### src/rtl/ysyx_22050598_cache_repl_ctrl_pkg.sv
// Shared definitions for the replacement-pointer controller: cache geometry,
// FSM state encodings, the captured lookup record and the pointer-advance helper.
// Optional statistics counters are enabled by defining YSYX_22050598_REPL_STATS_EN.
package ysyx_22050598_cache_repl_ctrl_pkg;

  localparam int SETS  = 64;
  localparam int SET_W = 6;
  localparam int WAYS  = 4;
  localparam int WAY_W = 2;

  localparam logic [31:0] STAT_MAX = 32'hFFFF_FFFF;

  typedef enum logic [2:0] {
    ST_IDLE   = 3'd0,
    ST_LOOKUP = 3'd1,
    ST_VICTIM = 3'd2,
    ST_REFILL = 3'd3,
    ST_UPDATE = 3'd4
  } state_e;

  // Lookup result as captured on the accepting edge.
  typedef struct packed {
    logic [SET_W-1:0] set;
    logic             hit;
    logic [WAY_W-1:0] hit_way;
    logic [WAYS-1:0]  way_vld;
  } req_t;

  // Round-robin advance; 2-bit arithmetic wraps 3 -> 0.
  function automatic logic [WAY_W-1:0] ptr_next(input logic [WAY_W-1:0] p);
    return p + 2'd1;
  endfunction

endpackage

### src/rtl/ysyx_22050598_victim_pick.sv
// Victim selection: the lowest-index invalid way wins, otherwise the stored
// round-robin pointer names the victim.
module ysyx_22050598_victim_pick
  import ysyx_22050598_cache_repl_ctrl_pkg::*;
(
  input  logic [WAYS-1:0]  way_vld,
  input  logic [WAY_W-1:0] ptr,
  output logic [WAY_W-1:0] victim
);

  // Scan from the top so the lowest invalid index is the last assignment.
  always_comb begin
    victim = ptr;
    for (int i = WAYS - 1; i >= 0; i--) begin
      if (!way_vld[i]) victim = WAY_W'(i);
    end
  end

endmodule

### src/rtl/ysyx_22050598_cache_repl_ctrl.sv
// Replacement-pointer write controller for the 4-way cache. Accepts lookup
// results, reads the per-set pointer, advances it on a hit to the pointed way,
// and on a miss offers a victim to the refill engine, then writes victim+1 back.
// Define YSYX_22050598_REPL_STATS_EN to build the saturating hit/miss counters;
// otherwise stat_hit/stat_miss are tied to zero.
module ysyx_22050598_cache_repl_ctrl
  import ysyx_22050598_cache_repl_ctrl_pkg::*;
(
  input  logic             clk,
  input  logic             rst,
  input  logic             req_valid,
  output logic             req_ready,
  input  logic [SET_W-1:0] req_set,
  input  logic             req_hit,
  input  logic [WAY_W-1:0] req_hit_way,
  input  logic [WAYS-1:0]  req_way_vld,
  output logic [SET_W-1:0] tbl_set,
  input  logic [WAY_W-1:0] tbl_ptr_rd,
  output logic             tbl_wen,
  output logic [WAY_W-1:0] tbl_ptr_wr,
  output logic             vic_valid,
  input  logic             vic_ready,
  output logic [SET_W-1:0] vic_set,
  output logic [WAY_W-1:0] vic_way,
  input  logic             refill_done,
  output logic [31:0]      stat_hit,
  output logic [31:0]      stat_miss
);

  state_e           state_q, state_d;
  req_t             cap_q;
  logic [WAY_W-1:0] victim_q;
  logic [WAY_W-1:0] pick;
  logic             accept;

  assign accept    = req_valid && req_ready;
  assign req_ready = (state_q == ST_IDLE);
  // Decoded straight from state so an async reset drops the offer at once.
  assign vic_valid = (state_q == ST_VICTIM);
  assign tbl_set   = cap_q.set;
  assign vic_set   = cap_q.set;
  assign vic_way   = victim_q;

  ysyx_22050598_victim_pick u_pick (
    .way_vld (cap_q.way_vld),
    .ptr     (tbl_ptr_rd),
    .victim  (pick)
  );

  // State register.
  always_ff @(posedge clk or negedge rst) begin
    if (!rst) state_q <= ST_IDLE;
    else      state_q <= state_d;
  end

  // Capture the lookup result on acceptance; held until the next request.
  always_ff @(posedge clk or negedge rst) begin
    if (!rst)        cap_q <= '0;
    else if (accept) cap_q <= '{set: req_set, hit: req_hit,
                                hit_way: req_hit_way, way_vld: req_way_vld};
  end

  // Victim is registered in LOOKUP so vic_way stays stable while the table read
  // address is reused later for the write-back.
  always_ff @(posedge clk or negedge rst) begin
    if (!rst)                                    victim_q <= '0;
    else if (state_q == ST_LOOKUP && !cap_q.hit) victim_q <= pick;
  end

  // Next-state and table write strobes.
  always_comb begin
    state_d    = state_q;
    tbl_wen    = 1'b0;
    tbl_ptr_wr = '0;
    case (state_q)
      ST_IDLE: begin
        if (accept) state_d = ST_LOOKUP;
      end
      ST_LOOKUP: begin
        if (cap_q.hit) begin
          // Only a hit on the pointed way moves the pointer on.
          if (cap_q.hit_way == tbl_ptr_rd) begin
            tbl_wen    = 1'b1;
            tbl_ptr_wr = ptr_next(tbl_ptr_rd);
          end
          state_d = ST_IDLE;
        end else begin
          state_d = ST_VICTIM;
        end
      end
      ST_VICTIM: begin
        if (vic_ready) state_d = ST_REFILL;
      end
      ST_REFILL: begin
        if (refill_done) state_d = ST_UPDATE;
      end
      ST_UPDATE: begin
        tbl_wen    = 1'b1;
        tbl_ptr_wr = ptr_next(victim_q);
        state_d    = ST_IDLE;
      end
      default: state_d = ST_IDLE;
    endcase
  end

`ifdef YSYX_22050598_REPL_STATS_EN
  logic [31:0] hit_q, miss_q;

  // Saturating hit/miss counters, bumped once per lookup.
  always_ff @(posedge clk or negedge rst) begin
    if (!rst) begin
      hit_q  <= '0;
      miss_q <= '0;
    end else if (state_q == ST_LOOKUP) begin
      if (cap_q.hit  && hit_q  != STAT_MAX) hit_q  <= hit_q + 32'd1;
      if (!cap_q.hit && miss_q != STAT_MAX) miss_q <= miss_q + 32'd1;
    end
  end

  assign stat_hit  = hit_q;
  assign stat_miss = miss_q;
`else
  assign stat_hit  = '0;
  assign stat_miss = '0;
`endif

endmodule
### config.mk
export PLATFORM = sky130hd
export DESIGN_NAME = ysyx_22050598_cache_repl_ctrl
export DESIGN_NICKNAME = d
export VERILOG_FILES = /design/src/rtl/ysyx_22050598_cache_repl_ctrl_pkg.sv /design/src/rtl/ysyx_22050598_victim_pick.sv /design/src/rtl/ysyx_22050598_cache_repl_ctrl.sv
export SDC_FILE = /design/constraint.sdc
export NUM_CORES = 1
export LEC_CHECK = 0
export ABC_AREA = 1
export CORE_MARGIN = 10
export CORE_UTILIZATION = 38
export DETAILED_ROUTE_END_ITERATION = 16
export PLACE_DENSITY = 0.86
export SKIP_CTS_REPAIR_TIMING = 1
export SYNTH_ARGS = -nofsm -noshare
export SYNTH_HDL_FRONTEND = slang
export SYNTH_SLANG_ARGS = --single-unit
### constraint.sdc
create_clock -name clk -period 1.9 [get_ports clk]
set_input_delay 0.285 -clock clk [delete_from_list [all_inputs] [get_ports clk]]
set_output_delay 0.285 -clock clk [all_outputs]
set_load 0.02 [all_outputs]
==> out/summary.txt <==
status -> complete, no violations
R2R setup slack -> 0.37 ns
largest family of logic cells by synthesized area -> buffers and inverters
via count -> 1084
ANT nets after route -> 0
post-synthesis compound-gate area fraction -> 1.76%
register area share after synthesis -> 30.1%
First-pass DRT Iterations -> 4
most frequent cells in the layout -> conb_1, nand2_1, clkdlybuf4s50_1, nand3_1, dfrtp_1
drt drc -> 0
Post-synth ARST share -> 100%
Antenna diodes -> 0
Synth Warn # -> 0
Reg-to-Reg Start -> state_q[0]
Synth area leader -> buf_4
filler instances -> 412
GRT Util Overall -> 10.4%
cell area after placement -> 1640 sq um
worst r2r dst -> cap_q[1]
total grt overflow -> 0
Total Die Area -> 6840 sq um
antenna violations before repair -> 0
Final Power -> 2.40 mW
Synth Area in Simple Gates -> 24.1%
clock buffer depth -> 2
worst hold path class -> in -> async
CTS sink cnt -> 18
Yosys top cell area share -> 38.7%
layout cells sized above 1 -> 9.96%
Die W -> 82.7 microns
final net count -> 252
Core Footprint -> 3740 sq um
crit share post-route -> 91.7%
Port Buf Inserts -> 38
DRT iter0 DRCs -> 28
Pleak -> 0.962 nW
mux contribution to synthesized area -> 0%
post-DP HPWL -> 3000 microns
Peak Freq -> 574 MHz
Die Y -> 82.7 microns
cell area after layout -> 1690 sq um
TritonCTS clock tree -> yes
CTS buffer count -> 3
syn avg cell area -> 7.59 sq um
Post-Syn Instances -> 197
synthesis-to-finish area growth -> 12.8%
R2R depth -> 8
critical path launch point type -> input pin
most used cell, CP -> nand2_1
first-pass GRT wire length -> 5600 microns
crit path capture type -> primary output
min cycle time layout -> 1.74 ns
final max-slew violation count -> 0
Clk Latency, worst-skew pair -> 0.26 ns
Post-synth top flop -> dfrtp_1
count of cell types in the netlist -> 20
H-tree Lvls -> 1
Setup CP Type -> in -> out
register bit total from synthesis -> 18
MaxCap Viol Count -> 0
CP cell instances -> clkdlybuf4s50_1, inv_1, nand2_1, nand2_1, nor2_1, nand3_1, nand2_1, clkbuf_2
DR WL/cell -> 12.8 microns
commonest non-fill, non-tap cell in the layout -> conb_1
Final Setup Violations -> 0
critical path peak fanout -> 3
Post-Synth Adder-Cell Area -> 0%
Synth area leaders -> buf_4, dfrtp_1, nand2_1
RSZ-0062 raised after global routing -> no
CP max stage delay -> 0.50 ns
Synth Area in XOR/XNOR -> 0.586%
EDFF count, synth -> 0
row count -> 22
Crit path required time -> 1.62 ns
Clock Tree Root -> clkbuf_8
peak supply drop -> 0.000678 V
largest net degree at the start of global routing -> 19
Critical Path AT -> 1.46 ns
io pins -> 103
GP Congestion -> 0.757
Clock Pin Slew Worst Setup and Hold Paths -> 0.07 ns
Fin. Hold Viols -> 0
mapped cell area -> 1500 sq um
vias per cell -> 3.89
worst clock skew -> 0.00195 ns
total routed wirelength -> 3560 microns
initial core utilization -> 39.9%
vias in the first global route -> 1232
Slowest-stage cell, CP -> clkdlybuf4s50_1
Power Density -> 1430 nW/um^2
==> sequential cells by signal (all words and copies together) (netlist names) <==
register / flops
state_q: 3
cap_q: 7
tbl_set: 6
vic_way: 2
==> worst max-delay path, delay by kind of cell <==
family	cells	cell delay, ns
and+or+nand+nor	5	0.43
buffers and inverters	3	0.74
==> cells by family after synthesis <==
| kind of cell | count (synthesis) |
|---|---|
| compound gates | 5 |
| xor+xnor | 1 |
| buf+inv | 93 |
| flops | 18 |
| other cells | 1 |
| simple gates | 79 |
==> layout make-up <==
| type | count | area, sq um | share of cell area [%] |
|---|---|---|---|
| inverters | 14 | 52.6 | 3.12 |
| flip-flops and latches | 18 | 450 | 26.7 |
| clock buffers | 4 | 55.1 | 3.26 |
| repair buffers | 46 | 433 | 25.7 |
| multi-input cells | 149 | 636 | 37.7 |
| well taps | 48 | 60.1 | 3.56 |
==> layer usage <==
layer  part of all wire, %  track usage, %
met4                   2.0            6.19
met2                    54            19.1
met1                    33            9.65
met5                     0               0
met3                    11            4.00
==> per-stage QoR <==
step / hold slack [ns] / instances / worst slack, ns / util [%] / setup TNS (ns)
2_1_floorplan: -0.0106 / 260 / 0.563 / - / 0
6_report: 0.349 / 279 / 0.158 / 45.1 / 0
5_1_grt: 0.378 / 279 / 0.0511 / 45.1 / 0
3_5_place_dp: 0.483 / 275 / -0.270 / 43.8 / -0.784
4_1_cts: 0.355 / 279 / -0.278 / 45.3 / -1.11
3_3_place_gp: 0.463 / 275 / -0.214 / 43.8 / -0.628
==> power by group <==
part	leakage [nW]	switching, mW	internal (mW)
clock	0.0288	0.133	0.184
combinational	0.706	0.843	0.549
sequential	0.227	0.137	0.558
total	0.962	1.11	1.29
==> worst max path at each step <==
stage | from | end | slack (ns) | cells past startpoint
after floorplan | state_q[1] | tbl_ptr_wr[0] | 0.56 | 5
after global placement | tbl_ptr_rd[1] | tbl_ptr_wr[1] | -0.21 | 8
after detailed placement | tbl_ptr_rd[1] | tbl_ptr_wr[1] | -0.27 | 8
after CTS | tbl_ptr_rd[1] | tbl_ptr_wr[1] | -0.28 | 8
after global routing | tbl_ptr_rd[1] | tbl_ptr_wr[1] | 0.05 | 8
final | tbl_ptr_rd[1] | tbl_ptr_wr[1] | 0.16 | 8
==> Yosys cell counts (2+ instances only) <==
library cell	number
o21ai_1	3
nor2_1	7
dfrtp_1	18
nand2_1	43
nor2_2	2
inv_1	12
nand3_1	21
buf_4	77
inv_2	2
nand2_2	2
Power figures use the tool's default switching activity.
